$ cat config.mk
export PLATFORM = sky130hd
export DESIGN_NAME = coin_dispenser
export DESIGN_NICKNAME = d
export VERILOG_FILES = /design/src/rtl/vending_pkg.sv /design/src/rtl/coin_dispenser.sv
export SDC_FILE = /design/constraint.sdc
export NUM_CORES = 1
export LEC_CHECK = 0
export CAP_MARGIN = 20
export CELL_PAD_IN_SITES_DETAIL_PLACEMENT = 0
export CELL_PAD_IN_SITES_GLOBAL_PLACEMENT = 1
export CORE_MARGIN = 1.5
export CORE_UTILIZATION = 36
export DETAILED_ROUTE_END_ITERATION = 10
export MAX_ROUTING_LAYER = met4
export PLACE_DENSITY = 0.82
export SLEW_MARGIN = 20
export SYNTH_ARGS = -nofsm -noshare
export SYNTH_HDL_FRONTEND = slang
export SYNTH_SLANG_ARGS = --single-unit
$ cat constraint.sdc
create_clock -name clk -period 2.3 [get_ports clk]
set_input_delay 0.46 -clock clk [delete_from_list [all_inputs] [get_ports clk]]
set_output_delay 0.46 -clock clk [all_outputs]
set_load 0.01 [all_outputs]
$ cat src/rtl/vending_pkg.sv
// Shared vending definitions: the 1-bit coin encoding, coin unit values and
// the change-dispenser state enum, common to the acceptor and the dispenser.
package vending_pkg;

  localparam logic COIN_DIME   = 1'b0;
  localparam logic COIN_NICKEL = 1'b1;

  localparam int DIME_UNITS   = 2;
  localparam int NICKEL_UNITS = 1;

  typedef enum logic [1:0] {
    IDLE,
    DISPENSE,
    DONE
  } disp_state_e;

  // Value of one coin in nickel units.
  function automatic int coin_value(input logic coin);
    return (coin == COIN_NICKEL) ? NICKEL_UNITS : DIME_UNITS;
  endfunction

endpackage

$ cat src/rtl/coin_dispenser.sv
// Change-return transmitter: turns a change amount (nickel units) into a
// stream of dime/nickel coins, one per valid/ready handshake with the hopper.
module coin_dispenser
  import vending_pkg::*;
#(
  parameter int AMOUNT_W = 4,
  parameter int CNT_W    = 4
) (
  input  logic                clk,
  input  logic                reset,
  input  logic                io_req_valid,
  input  logic [AMOUNT_W-1:0] io_req_amount,
  output logic                io_req_ready,
  input  logic                io_dime_empty,
  output logic                io_coin_valid,
  output logic                io_coin,
  input  logic                io_coin_ready,
  output logic                io_done,
  output logic [CNT_W-1:0]    io_count
);

  disp_state_e         state_reg, state_next;
  logic [AMOUNT_W-1:0] remaining_reg, remaining_next;
  logic                coin_reg, coin_next;
  logic [CNT_W-1:0]    count_reg, count_next;
  logic [AMOUNT_W-1:0] after_coin;

  // A dime is only offered when at least two units remain, so the remainder
  // can never underflow and an odd amount always finishes on a nickel.
  function automatic logic select_coin(input logic [AMOUNT_W-1:0] rem,
                                       input logic dime_empty);
    if (rem >= AMOUNT_W'(DIME_UNITS) && !dime_empty)
      return COIN_DIME;
    return COIN_NICKEL;
  endfunction

  assign after_coin = remaining_reg - AMOUNT_W'(coin_value(coin_reg));

  always_ff @(posedge clk or negedge reset) begin
    if (!reset) begin
      state_reg     <= IDLE;
      remaining_reg <= '0;
      coin_reg      <= COIN_NICKEL;
      count_reg     <= '0;
    end else begin
      state_reg     <= state_next;
      remaining_reg <= remaining_next;
      coin_reg      <= coin_next;
      count_reg     <= count_next;
    end
  end

  always_comb begin
    state_next     = state_reg;
    remaining_next = remaining_reg;
    coin_next      = coin_reg;
    count_next     = count_reg;
    case (state_reg)
      IDLE: begin
        if (io_req_valid) begin
          remaining_next = io_req_amount;
          count_next     = '0;
          if (io_req_amount == '0) begin
            state_next = DONE;
          end else begin
            state_next = DISPENSE;
            coin_next  = select_coin(io_req_amount, io_dime_empty);
          end
        end
      end
      DISPENSE: begin
        // coin_reg only changes on a handshake, so a stalled offer stays put.
        if (io_coin_ready) begin
          remaining_next = after_coin;
          count_next     = (count_reg == '1) ? count_reg : count_reg + CNT_W'(1);
          if (after_coin == '0)
            state_next = DONE;
          else
            coin_next = select_coin(after_coin, io_dime_empty);
        end
      end
      DONE:    state_next = IDLE;
      default: state_next = IDLE;
    endcase
  end

  always_comb begin
    io_req_ready  = (state_reg == IDLE);
    io_coin_valid = (state_reg == DISPENSE);
    io_done       = (state_reg == DONE);
    io_coin       = coin_reg;
    io_count      = count_reg;
  end

endmodule

==> key figures <==
Power
  – VDD IR max: 0.0007302 V
  – Design Power: 1378 uW
  – Leak: 0.0003906 uW
  – Cell Pwr Density: 1442 nW/um2

Floorplanning
  – Core Box Area: 1962 um2
  – Die W: 48.51 um
  – Die Y: 48.51 um
  – I/O pin count: 17
  – Die Area: 2353 um2
  – Floorplan row count: 16
  – Initial Utilization: 38.01%

Timing
  – Worst Tran Pin Value: 0.4956 ns
  – Period utilisation layout: 93.86%
  – Fmax: 463.2 MHz
  – Worst Slack Setup Final: 0.1411 ns
  – TNS Setup: 0 ns
  – Fin crit period: 2.159 ns
  – Worst Skew: 0.009058 ns
  – RSZ-0062 raised after global routing: false
  – Slew headroom: 66.65%
  – Hold_ws: 0.5148 ns
  – Final Hold Viols: 0
  – Final max-slew violation count: 0
  – Final setup viols: 0

Synth
  – Synth Area in Adders: 6.711%
  – Compound-Gate Fraction of Synth Area: 22.15%
  – Ys Warns: 0
  – Synth Register Bits: 11
  – Post-synthesis xor/xnor area fraction: 4.698%
  – Post-Syn Nets: 92
  – Mapped Cells: 79
  – Top FF cell, synth: dfrtp_1
  – Sequential element share of the synthesized area: 37.08%
  – Synth cell types: 35
  – Post-synth top area share: 33.56%
  – Post-synth EDFFs: 0
  – Yosys top cell by area: dfrtp_1
  – Area contributors post-synth: dfrtp_1, a21oi_1, ha_1
  – Synthesized area per cell: 9.439 um2
  – Largest family of logic cells by synthesized area: compound AO/OA/AOI/OAI gates
  – Mux share of post-synthesis cell area: 1.342%
  – Ys async rst share: 100.0%
  – Mapped Area: 745.7 um2
  – Post-Synth Simple-Gate Area: 21.98%

Finish
  – Layout area overhead: 28.19%
  – Fin nets: 112
  – Ratio of cells with drive above 1 in the final layout: 14.29%
  – # fillers: 212
  – Area of the multi-input gates: 426.7 um2
  – Storage cell area: 276.5 um2
  – Final Util: 48.72%
  – ANT cells: 0

CTS
  – Clock Root Buffer: clkbuf_4
  – Clk Latency, worst-skew pair: 0.27 ns
  – Post-CTS setup buffers: 0
  – CTS H-tree depth: 1
  – # resized after CTS: 0
  – CTS sink cnt: 11
  – Cts-stage hold buffer count: 0
  – CTS Buffer Depth: 2
  – Clock Pin Slew Worst Setup and Hold Paths: 0.08 ns
  – CTS buffer count: 3
  – CTS tree: yes

Routing
  – Drt via density: 5.048
  – DRC errors left: 0
  – Via count: 631
  – Wirelength per Cell: 12.93 um
  – Drt initial violations: 7
  – Routed wire length: 1616 um
  – 1st-pass router iterations: 4
  – DRT antenna net count: 0

Worst setup path
  – Slowest stage cell, crit path: clkdlybuf4s50_1
  – Max stage delay on crit path: 0.54 ns
  – Worst EP arrival: 1.70 ns
  – CP startpoint kind: flip-flop
  – Kind of critical path: reg -> out
  – CP endpoint kind: output port
  – Crit-path cells: nand2b_2, inv_4, clkdlybuf4s50_1
  – CP Max Fanout: 8
  – Worst Path Required: 1.84 ns

Place
  – DP HPWL: 1219 um
  – Place WS: 0.3573 ns
  – RePlAce Congestion: 0.7979
  – Port buffer count: 16

Run
  – Maxcap violations: 0

GRT
  – Largest net degree at the start of global routing: 12
  – Total gr overflow: 0
  – Total GRT Usage: 16.15%
  – First-pass GRT wire length: 2829 um
  – Initial antenna violation count: 0
  – Vias in the first global route: 609

Hold path
  – Hold WC Path Type: in -> async

Outcome
  – Run status: finished, final reports clean
## placed cells by master, fill, tap and decap left out, types with 2 or more instances in the layout
cell	count
a21oi_1	11
nand2b_1	2
dfrtp_1	10
buf_4	2
xor2_1	3
nand2_1	6
clkbuf_4	3
inv_1	3
nor2_1	8
clkdlybuf4s50_1	16
ha_1	4
nor2b_1	4
## layer usage
layer  vias up  global-route usage, %  share of wire (%)
met3         2                  4.630                5.1
met1       285                  20.87                 49
met2        23                  24.31                 44
met5         -                      -                  0
met4         0                  5.714                1.1
li1        321                      -                  -
## worst paths after layout
path                                              start  cells past startpoint                           end  slack, ns
hold / removal                                    reset                      1  remaining_reg[3]$_DFFE_PN0P_       0.51
setup reg to reg                    io_coin$_DFFE_PN1P_                      5      state_reg[1]$_DFFE_PN0P_       0.48
setup / recovery               state_reg[1]$_DFFE_PN0P_                      3                 io_coin_valid       0.14
max in group asynchronous                         reset                      1           io_coin$_DFFE_PN1P_       1.43
hold reg to reg            remaining_reg[0]$_DFFE_PN0P_                      2  remaining_reg[0]$_DFFE_PN0P_       0.54
min in group clk           remaining_reg[0]$_DFFE_PN0P_                      2  remaining_reg[0]$_DFFE_PN0P_       0.54
## final cells by class
| cell class | instances | share of cell area, % |
|---|---|---|
| inverter | 4 | 1.832 |
| multi-input combinational | 61 | 44.63 |
| clock buffer | 4 | 2.749 |
| tap | 27 | 3.534 |
| sequential | 11 | 28.93 |
| timing repair buffer | 18 | 18.32 |
## worst max-delay path: cells and delay by family (launching register included)
| family | cells | cell delay [ns] |
|---|---|---|
| buf+inv | 2 | 0.67 |
| flops | 1 | 0.46 |
| simple gates | 1 | 0.30 |
## cell usage after synthesis, drive strengths merged, types with 2 or more instances
cell,n
nand2b,3
nor2b,5
a21oi,11
a211oi,3
buf,3
ha,4
xor2,3
nand2,6
o21ai,2
inv,4
dfrtp,10
nor2,8
## stage by stage
stage	instances	area (um2)
after floorplan	79	745.7
after global placement	121	927.1
after detailed placement	121	927.1
after CTS	125	953.4
after global routing	125	955.9
final	125	955.9
## kinds of logic after synthesis
logic type | count (synthesis)
AOI/OAI and AO/OA | 22
xor gates and xnor gates | 4
adders and majority gates | 4
buffers and inverters | 7
DFF | 11
muxes | 1
and+or+nand+nor | 30
## report_power, final
part | switching (uW) | internal, uW
clock network | 69.2 | 67.2
logic | 425 | 421
registers | 103 | 293
total | 597 | 781
Power figures use the tool's default switching activity.
==> edit: new RTL, config.mk and constraints unchanged <==
Reset style: synchronous (`reset`), changed in one clocked block.
--- a/src/rtl/coin_dispenser.sv
+++ b/src/rtl/coin_dispenser.sv
@@ -38,3 +38,3 @@
 
-  always_ff @(posedge clk or negedge reset) begin
+  always_ff @(posedge clk) begin
     if (!reset) begin
Function: differs if reset is asserted again (counterexample within 4 cycles, from zero or initial values and one cycle with reset low); with reset held inactive, the same outputs for 10 cycles.
==> edit against the original RTL <==
  * Area after synthesis is 0.50% lower
  * Cell count is 7.2% higher
  * Cell area is 1.6% higher
  * Critical path depth stayed put
  * Setup slack better by 0.15 ns
  * Global-route usage is 0.70 points lower
  * Maximum frequency is 7.5% higher
  * Sequential cell count stayed put
  * Routed wire length is 0.62% higher
  * Critical path type unchanged
  * Largest cell class unchanged
Power is not compared: it rests on default switching activity, and its combinational part moved more than twofold at a synthesized area within 25%.
==> edit: results (changes against the original RTL) <==
Run status = finished clean (unchanged)
Worst R2R Path Depth = 6 (was 5)
GRT Overall Usage = 0.1544 (was 0.1615)
Syn Area/Cell = 8.627 µm² (was 9.439 µm²)
Worst-Margin Slew = 0.3569 ns (was 0.4956 ns)
Crit path to = io_coin_valid (unchanged)
Worst Path Arrival = 1.55 ns (was 1.70 ns)
Nets = 121 (was 112)
Worst R2R Setup Slack = 0.41 ns (was 0.48 ns)
Crit Reg-Reg Endpoint = io_coin (was state_reg[1])
Vias in the first global route = 648 (was 609)
Top cells by area, synth = dfxtp_1, ha_1, nand2_1 (was dfrtp_1, a21oi_1, ha_1)
Main synth FF type = dfxtp_1 (was dfrtp_1)
Multiplexer share of the synthesized area = 0.06071 (was 0.01342)
Largest net degree at the start of global routing = 10 (was 12)
Share of cells above drive strength 1 = 0.1869 (was 0.1429)
Drt initial violations = 5 (was 7)
Worst Setup SP = state_reg[0] (was state_reg[1])
Async SR Flop Fraction = 0 (was 1.000)
Synth Area in Compound Gates = 0.2260 (was 0.2215)
Post-Place Cell Area = 944.7 µm² (was 927.1 µm²)
Detailed Place HPWL = 1.246 mm (was 1.219 mm)
Pre-CTS setup slack = 0.2083 ns (was 0.3573 ns)
Sequential share of the synthesized area = 0.2968 (was 0.3708)
Crit Path Class = register to output pin (unchanged)
Routed WL per cell = 12.13 µm (was 12.93 µm)
Synth Area in XOR/XNOR = 0.02361 (was 0.04698)
Net count after synthesis = 99 (was 92)
Adder-cell share of the synthesized area = 0.06745 (was 0.06711)
Routed WL = 1.626 mm (was 1.616 mm)
Synth cell types = 40 (was 35)
Worst Clk Skew = 0.003114 ns (was 0.009058 ns)
Critical R2R Launch = io_coin (unchanged)
Number of cells after detailed placement = 130 (was 121)
edit: layout make-up:
cell class,count,area [µm²]
inverters,5,18.77
repair buffers,20,190.2
flip-flops and latches,11,220.2
multi-input cells,67,481.7
fillers,198,970.9
well taps,27,33.78
clock buffers,4,26.28
edit: how the worst min path moves through the flow:
stage | from | slack, ns | end | depth (start not counted)
global route | remaining_reg[0] | 0.53 | remaining_reg[0] | 1
detailed placement | io_count[3] | 0.49 | io_count[3] | 2
floorplan | remaining_reg[0] | 0.47 | remaining_reg[0] | 1
global placement | io_count[3] | 0.48 | io_count[3] | 2
CTS | io_count[3] | 0.51 | io_count[3] | 2
finish | remaining_reg[0] | 0.50 | remaining_reg[0] | 1
edit: worst max-delay path, cell delays in order (launching register included):
cell and delay [ns]:
dfxtp_1 0.53, nand2b_1 0.14, inv_2 0.07, clkdlybuf4s50_1 0.53
edit: cells by family (layout without fill, tap and decap cells):
logic type / count (synthesis) / count (layout)
adders and majority gates: 4 / 4
AOI/OAI and AO/OA: 23 / 23
xor gates and xnor gates: 2 / 2
DFF: 11 / 11
buffers and inverters: 8 / 29
and+or+nand+nor: 34 / 34
muxes: 4 / 4
edit: routing by layer:
| metal | wire length (µm) | global-route usage |
|---|---|---|
| met5 | 0 | - |
| met4 | 17 | 0.04286 |
| met3 | 80 | 0.03704 |
| met2 | 762 | 0.2546 |
| met1 | 766 | 0.1896 |
edit: power groups by stage:
stage	Combinational [µW]	Sequential, µW	Clock [µW]
final	260	236	130
after global placement	259	240	0
after global routing	291	239	144
after detailed placement	260	240	0
after CTS	262	236	136
after floorplan	186	231	0
